## config.mk

```make
export PLATFORM = sky130hd
export DESIGN_NAME = uart_work_link
export DESIGN_NICKNAME = d
export VERILOG_FILES = /design/src/rtl/uart_link_pkg.sv /design/src/rtl/uwl_result_tx.sv /design/src/rtl/uart_work_link.sv
export SDC_FILE = /design/constraint.sdc
export NUM_CORES = 2
export LEC_CHECK = 0
export BUFFER_PORTS_ARGS = -buffer_cell sky130_fd_sc_hd__buf_2
export CORE_MARGIN = 4
export CORE_UTILIZATION = 40
export CTS_CLUSTER_DIAMETER = 120
export DETAILED_ROUTE_END_ITERATION = 8
export PLACE_DENSITY_LB_ADDON = 0.1
export SYNTH_ARGS = -nofsm -noshare
export SYNTH_HDL_FRONTEND = slang
export SYNTH_SLANG_ARGS = --single-unit
```

## constraint.sdc

```tcl
create_clock -name clock -period 64.8 [get_ports clock]
set_input_delay 6.48 -clock clock [delete_from_list [all_inputs] [get_ports clock]]
set_output_delay 6.48 -clock clock [all_outputs]
set_load 0.05 [all_outputs]
```

## src/rtl/uart_link_pkg.sv

```systemverilog
// Shared encodings and defaults for the UART work link: FSM states,
// default parameter values and status bit positions.
package uart_link_pkg;

   localparam int HDR_BYTES_DEF   = 80;
   localparam int RES_BYTES_DEF   = 4;
   localparam int TIMEOUT_CYC_DEF = 5000000;

   localparam int ST_TX_ACTIVE    = 0;
   localparam int ST_RX_TIMEOUT   = 1;
   localparam int ST_RES_OVERFLOW = 2;

   typedef enum logic {
      R_IDLE = 1'b0,
      R_RECV = 1'b1
   } rx_state_e;

   typedef enum logic [1:0] {
      T_IDLE   = 2'd0,
      T_SEND   = 2'd1,
      T_WAITHI = 2'd2,
      T_WAITLO = 2'd3
   } tx_state_e;

endpackage

```

## src/rtl/uwl_result_tx.sv

```systemverilog
// Result path: registered push-edge detect, 2-entry result FIFO and a
// byte serializer that hands bytes MSB-first to the UART transmitter.
module uwl_result_tx
   import uart_link_pkg::*;
#(
   parameter int RES_BYTES = RES_BYTES_DEF
) (
   input  logic                   clock,
   input  logic                   rst_n,
   input  logic [8*RES_BYTES-1:0] i_res_data,
   input  logic                   i_res_push,
   input  logic                   i_tx_busy,
   output logic [7:0]             o_tx_data,
   output logic                   o_tx_wr,
   output logic                   o_active,
   output logic                   o_overflow
);

   localparam int RW   = 8 * RES_BYTES;
   localparam int BI_W = (RES_BYTES > 1) ? $clog2(RES_BYTES) : 1;

   logic              r_push_d;
   logic [RW-1:0]     r_mem [2];
   logic              r_wptr;
   logic              r_rptr;
   logic [1:0]        r_cnt;
   logic              r_overflow;
   tx_state_e         r_state;
   tx_state_e         w_state_nx;
   logic [BI_W-1:0]   r_bidx;
   logic              r_hi_cnt;
   logic [RW-1:0]     r_shift;

   logic w_push;
   logic w_full;
   logic w_empty;
   logic w_wr_en;
   logic w_load;
   logic w_next;
   logic w_pop;
   logic w_wr;

   assign w_push  = i_res_push & ~r_push_d;
   assign w_full  = (r_cnt == 2'd2);
   assign w_empty = (r_cnt == 2'd0);
   // A pop in the same cycle frees the slot, so a push into a full FIFO is kept.
   assign w_wr_en = w_push & (~w_full | w_pop);

   always_ff @(posedge clock) begin
      if (w_wr_en) r_mem[r_wptr] <= i_res_data;
   end

   always_comb begin
      w_state_nx = r_state;
      w_load     = 1'b0;
      w_next     = 1'b0;
      w_pop      = 1'b0;
      w_wr       = 1'b0;
      case (r_state)
         T_IDLE: begin
            if (!w_empty) begin
               w_load     = 1'b1;
               w_state_nx = T_SEND;
            end
         end
         T_SEND: begin
            if (!i_tx_busy) begin
               w_wr       = 1'b1;
               w_state_nx = T_WAITHI;
            end
         end
         T_WAITHI: begin
            if (i_tx_busy || r_hi_cnt) w_state_nx = T_WAITLO;
         end
         T_WAITLO: begin
            if (!i_tx_busy) begin
               w_next = 1'b1;
               if (r_bidx == BI_W'(RES_BYTES - 1)) begin
                  w_pop      = 1'b1;
                  w_state_nx = T_IDLE;
               end else begin
                  w_state_nx = T_SEND;
               end
            end
         end
         default: w_state_nx = T_IDLE;
      endcase
   end

   always_ff @(posedge clock or negedge rst_n) begin
      if (!rst_n) begin
         r_push_d   <= 1'b0;
         r_wptr     <= 1'b0;
         r_rptr     <= 1'b0;
         r_cnt      <= 2'd0;
         r_overflow <= 1'b0;
         r_state    <= T_IDLE;
         r_bidx     <= '0;
         r_hi_cnt   <= 1'b0;
         r_shift    <= '0;
      end else begin
         r_push_d <= i_res_push;
         r_wptr   <= r_wptr ^ w_wr_en;
         r_rptr   <= r_rptr ^ w_pop;
         case ({w_wr_en, w_pop})
            2'b10:   r_cnt <= r_cnt + 2'd1;
            2'b01:   r_cnt <= r_cnt - 2'd1;
            default: r_cnt <= r_cnt;
         endcase
         if (w_push && w_full && !w_pop) r_overflow <= 1'b1;
         r_state  <= w_state_nx;
         // Second consecutive WAITHI clock ends the wait even without busy.
         r_hi_cnt <= (r_state == T_WAITHI) && (w_state_nx == T_WAITHI);
         if (w_load) r_bidx <= '0;
         else if (w_next && !w_pop) r_bidx <= r_bidx + 1'b1;
         if (w_load) r_shift <= r_mem[r_rptr];
         else if (w_next) r_shift <= r_shift << 8;
      end
   end

   assign o_tx_data  = r_shift[RW-1 -: 8];
   assign o_tx_wr    = w_wr;
   assign o_active   = (r_state != T_IDLE);
   assign o_overflow = r_overflow;

endmodule

```

## src/rtl/uart_work_link.sv

```systemverilog
// UART work link: assembles fixed-length headers from received bytes and
// returns result words over the UART transmitter, both paths concurrent.
module uart_work_link
   import uart_link_pkg::*;
#(
   parameter int HDR_BYTES   = HDR_BYTES_DEF,
   parameter int RES_BYTES   = RES_BYTES_DEF,
   parameter int TIMEOUT_CYC = TIMEOUT_CYC_DEF
) (
   input  logic                   clock,
   input  logic                   reset,
   input  logic [7:0]             rx_data,
   input  logic                   rx_rdy,
   output logic                   rx_clr,
   output logic [8*HDR_BYTES-1:0] header_data,
   output logic                   header_valid,
   input  logic [8*RES_BYTES-1:0] res_data,
   input  logic                   res_push,
   output logic [7:0]             tx_data,
   output logic                   tx_wr,
   input  logic                   tx_busy,
   output logic [31:0]            byte_count,
   output logic [2:0]             status
);

   localparam int HW    = 8 * HDR_BYTES;
   localparam int IDX_W = $clog2(HDR_BYTES + 1);
   localparam int TO_W  = $clog2(TIMEOUT_CYC);

   logic r_rst_meta;
   logic r_rst_sync;
   logic w_rst_n;

   // Reset asserts immediately but releases only after two clean clock edges.
   always_ff @(posedge clock or negedge reset) begin
      if (!reset) begin
         r_rst_meta <= 1'b0;
         r_rst_sync <= 1'b0;
      end else begin
         r_rst_meta <= 1'b1;
         r_rst_sync <= r_rst_meta;
      end
   end

   assign w_rst_n = r_rst_sync;

   rx_state_e        r_rx_state;
   rx_state_e        w_rx_state_nx;
   logic [IDX_W-1:0] r_idx;
   logic [IDX_W-1:0] w_idx_nx;
   logic [TO_W-1:0]  r_to_cnt;
   logic [TO_W-1:0]  w_to_cnt_nx;
   logic             r_rx_clr;
   logic             r_hdr_valid;
   logic             r_rx_timeout;
   logic [HW-1:0]    r_hdr;
   logic [31:0]      r_byte_cnt;
   logic [HW-1:0]    w_rx_ext;
   logic             w_accept;
   logic             w_last;
   logic             w_timeout;
   logic             w_tx_active;
   logic             w_overflow;

   // rx_rdy is still high in the cycle rx_clr is out, so that cycle is ignored.
   assign w_accept = rx_rdy & ~r_rx_clr;
   assign w_rx_ext = HW'(rx_data);

   always_comb begin
      w_rx_state_nx = r_rx_state;
      w_idx_nx      = r_idx;
      w_to_cnt_nx   = '0;
      w_last        = 1'b0;
      w_timeout     = 1'b0;
      case (r_rx_state)
         R_IDLE: begin
            if (w_accept) begin
               if (HDR_BYTES == 1) begin
                  w_last = 1'b1;
               end else begin
                  w_idx_nx      = IDX_W'(1);
                  w_rx_state_nx = R_RECV;
               end
            end
         end
         R_RECV: begin
            if (w_accept) begin
               if (r_idx == IDX_W'(HDR_BYTES - 1)) begin
                  w_last        = 1'b1;
                  w_idx_nx      = '0;
                  w_rx_state_nx = R_IDLE;
               end else begin
                  w_idx_nx = r_idx + 1'b1;
               end
            end else if (r_to_cnt == TO_W'(TIMEOUT_CYC - 1)) begin
               w_timeout     = 1'b1;
               w_idx_nx      = '0;
               w_rx_state_nx = R_IDLE;
            end else begin
               w_to_cnt_nx = r_to_cnt + 1'b1;
            end
         end
         default: w_rx_state_nx = R_IDLE;
      endcase
   end

   always_ff @(posedge clock or negedge w_rst_n) begin
      if (!w_rst_n) begin
         r_rx_state   <= R_IDLE;
         r_idx        <= '0;
         r_to_cnt     <= '0;
         r_rx_clr     <= 1'b0;
         r_hdr_valid  <= 1'b0;
         r_rx_timeout <= 1'b0;
         r_hdr        <= '0;
         r_byte_cnt   <= '0;
      end else begin
         r_rx_state  <= w_rx_state_nx;
         r_idx       <= w_idx_nx;
         r_to_cnt    <= w_to_cnt_nx;
         r_rx_clr    <= w_accept;
         r_hdr_valid <= w_last;
         if (w_accept) begin
            r_hdr      <= (r_hdr << 8) | w_rx_ext;
            r_byte_cnt <= r_byte_cnt + 32'd1;
         end
         if (w_timeout) r_rx_timeout <= 1'b1;
         else if (w_last) r_rx_timeout <= 1'b0;
      end
   end

   uwl_result_tx #(
      .RES_BYTES (RES_BYTES)
   ) u_result_tx (
      .clock      (clock),
      .rst_n      (w_rst_n),
      .i_res_data (res_data),
      .i_res_push (res_push),
      .i_tx_busy  (tx_busy),
      .o_tx_data  (tx_data),
      .o_tx_wr    (tx_wr),
      .o_active   (w_tx_active),
      .o_overflow (w_overflow)
   );

   assign rx_clr       = r_rx_clr;
   assign header_data  = r_hdr;
   assign header_valid = r_hdr_valid;
   assign byte_count   = r_byte_cnt;

   always_comb begin
      status                  = '0;
      status[ST_TX_ACTIVE]    = w_tx_active;
      status[ST_RX_TIMEOUT]   = r_rx_timeout;
      status[ST_RES_OVERFLOW] = w_overflow;
   end

endmodule

```

==> results_dict.tcl <==
set metrics [dict create \
    finalCritPeriodShare_pct 21.0 \
    r2r_cells 6 \
    seqCellArea_mm2 0.0207 \
    fin_nets 4045 \
    ctsResizeCount 0 \
    io_pins 731 \
    crit-reg2reg-capture "header_data[172]$_DFFE_PN0P_" \
    worst_slew_margin_rel_pct 21.0 \
    fin_crit_ns 13.62 \
    drive_above_1_share_pct 21.9 \
    synth_top_cell_area_share_pct 60.1 \
    grt_antenna_before_repair 4 \
    synth_area_leaders "dfrtp_1 60%, nand2_1 24%, edfxtp_1 6.1%, clkbuf_1 1.9%, xnor2_1 0.81%" \
    dp.cells 4942 \
    yosysUniqueCellTypes 50 \
    vias_per_cell 4.68 \
    cts.clk_slew.worst_paths_ns 0.05 \
    place_ws_ns 51.18 \
    startpoint "tx_busy" \
    cts_hold_buf 0 \
    die_area_mm2 0.0828 \
    place_congestion 0.835 \
    synth_edf_count 64 \
    fin_cells 5101 \
    cts_tree "built" \
    cts_inserted_buffers 89 \
    ir_worst_vdd_mv 0.0231 \
    cts_sinks 815 \
    worstHoldStart "r_rst_meta$_DFF_PN0_" \
    grt_start_max_net_pins 222 \
    syn_inst 3330 \
    drv_slew 0 \
    dp_hpwl_mm 65.3 \
    grt-ovfl-total 0 \
    hold-path-cell-count 0 \
    power_density_mw_per_mm2 34.9 \
    start_util_pct 40.4 \
    multiInputGateArea_mm2 0.00979 \
    drc 0 \
    cap_violations 0 \
    portBuffers 730 \
    setup_viol 0 \
    avgSynthCellArea_um2 9.40 \
    min_to "r_rst_sync$_DFF_PN0_" \
    skew_ns 0.0247 \
    required_ns 58.32 \
    criticalPathCategory "input pin to primary output" \
    end_kind "primary output" \
    hold_viol 0 \
    routed_wl_mm 95.4 \
    drt_iter0_drc 1862 \
    grt_pass1_wl_mm 145 \
    area_delta_synth_final_pct 23.4 \
    synth_area_leader_cell "dfrtp_1" \
    rr_startpoint "rx_clr$_DFF_PN0_" \
    synth_area_mm2 0.0313 \
    coreArea_mm2 0.0775 \
    critPathMaxFanout 5 \
    synth_commonest_cells "1998 x nand2_1, 751 x dfrtp_1, 158 x clkbuf_1" \
    vias 23864 \
    hold_path_class "flop to flop" \
    clock_path_buffers 3 \
    synth_nets 3382 \
    final.setup.worst_slack_ns 51.18 \
    die_y_um 288 \
    final.fill_count 7477 \
    yosys_most_used_dff "dfrtp_1" \
    status "complete, no violations" \
    tightest_slew_ns 1.17 \
    ys_ff_latch 815 \
    arrival_ns 7.14 \
    synthArstFlopShare_pct 92.1 \
    synth_warnings 0 \
    ys_seq_area_share_pct 66.2 \
    clk_latency_ns 0.63 \
    holdWs_ns 0.354 \
    wl_per_cell_um 18.7 \
    cellLeakagePower_nw 22.5 \
    regToRegSetupSlack_ns 61.27 \
    htreeDepth 3 \
    die_w_um 288 \
    cts-root-buf "clkbuf_16" \
    ant_nets 0 \
    yosysMostFrequentCell "nand2_1" \
    num_rows 102 \
    cp-start-kind "input pin" \
    fin_tns_setup_ns 0 \
    power_mw 1.35 \
    drtPass1Iterations 6 \
    timing.fmax_mhz 73.4 \
    rsz0062_at_grt "false" \
    post_cts_buffers 0 \
    grt_pass1_vias 23226 \
    grt_usage_pct 22.5 \
]
## flip-flops by register name (all words and copies together) (netlist names), 7 cells and up
name and count:
u_result_tx.r_shift 32, r_idx 7, r_to_cnt 23, u_result_tx.r_mem 64, byte_count 32, header_data 640
## cells by family (layout without fill, tap and decap cells)
logic type / count (synthesis) / after routing / synth area share, %
simple gates: 2160 / 2160 / 27.2
mux: 10 / 10 / 0.320
compound gates: 92 / 92 / 2.04
other cells: 1 / 2 / 0.0120
fa+ha+maj: 7 / 7 / 0.280
flops: 815 / 815 / 66.2
buf+inv: 193 / 923 / 2.54
xor+xnor: 52 / 52 / 1.46
## routing by layer
| metal | wire length (µm) | GRT usage (%) | vias up |
|---|---|---|---|
| li1 | - | - | 11705 |
| met2 | 45000 | 35.9 | 609 |
| met1 | 39000 | 28.8 | 11352 |
| met3 | 7320 | 6.75 | 192 |
| met5 | 46 | 0 | - |
| met4 | 4060 | 8.97 | 6 |
## per-stage QoR
stage          cell area, µm²  util, %
2_1_floorplan           31300        -
3_3_place_gp            35800     46.2
3_5_place_dp            35800     46.2
4_1_cts                 38600     49.8
5_1_grt                 38600     49.8
6_report                38600     49.8
## layout by cell type (no fill, tap or decap), types with 17 or more instances in the layout
master,instances
nand2_1,1998
dfrtp_1,749
buf_2,730
clkbuf_16,91
edfxtp_1,64
clkbuf_1,32
xnor2_1,29
nor2_1,28
nor2b_1,24
xor2_1,23
a211oi_1,22
a31oi_1,22
nand4_1,21
nand3_1,20
buf_4,18
clkbuf_8,17
## layout make-up
| class | instances | area share (%) |
|---|---|---|
| flip-flops and latches | 815 | 53.7 |
| multi-input cells | 2322 | 25.4 |
| repair buffers | 753 | 10.1 |
| clock buffers | 140 | 6.81 |
| well taps | 1040 | 3.37 |
| clock inverters | 18 | 0.586 |
| inverters | 12 | 0.136 |
| diodes | 1 | 0.00648 |
## critical path: stages
cell and delay (ns):
buf_2 0.12, nand2b_1 0.17, nor2_1 0.10, buf_2 0.27
## how the worst max path moves through the flow
stage	endpoint	cells past startpoint
final	tx_wr	4
after detailed placement	tx_wr	4
after floorplan	byte_count[0]$_DFFE_PN0P_	0
after global routing	tx_wr	4
after CTS	tx_wr	4
after global placement	tx_wr	4
## power breakdown
part,switching (mW),internal [mW]
clock,0.209,0.291
sequential,0.0417,0.560
combinational,0.191,0.0529
(Power assumes the default switching activity.)
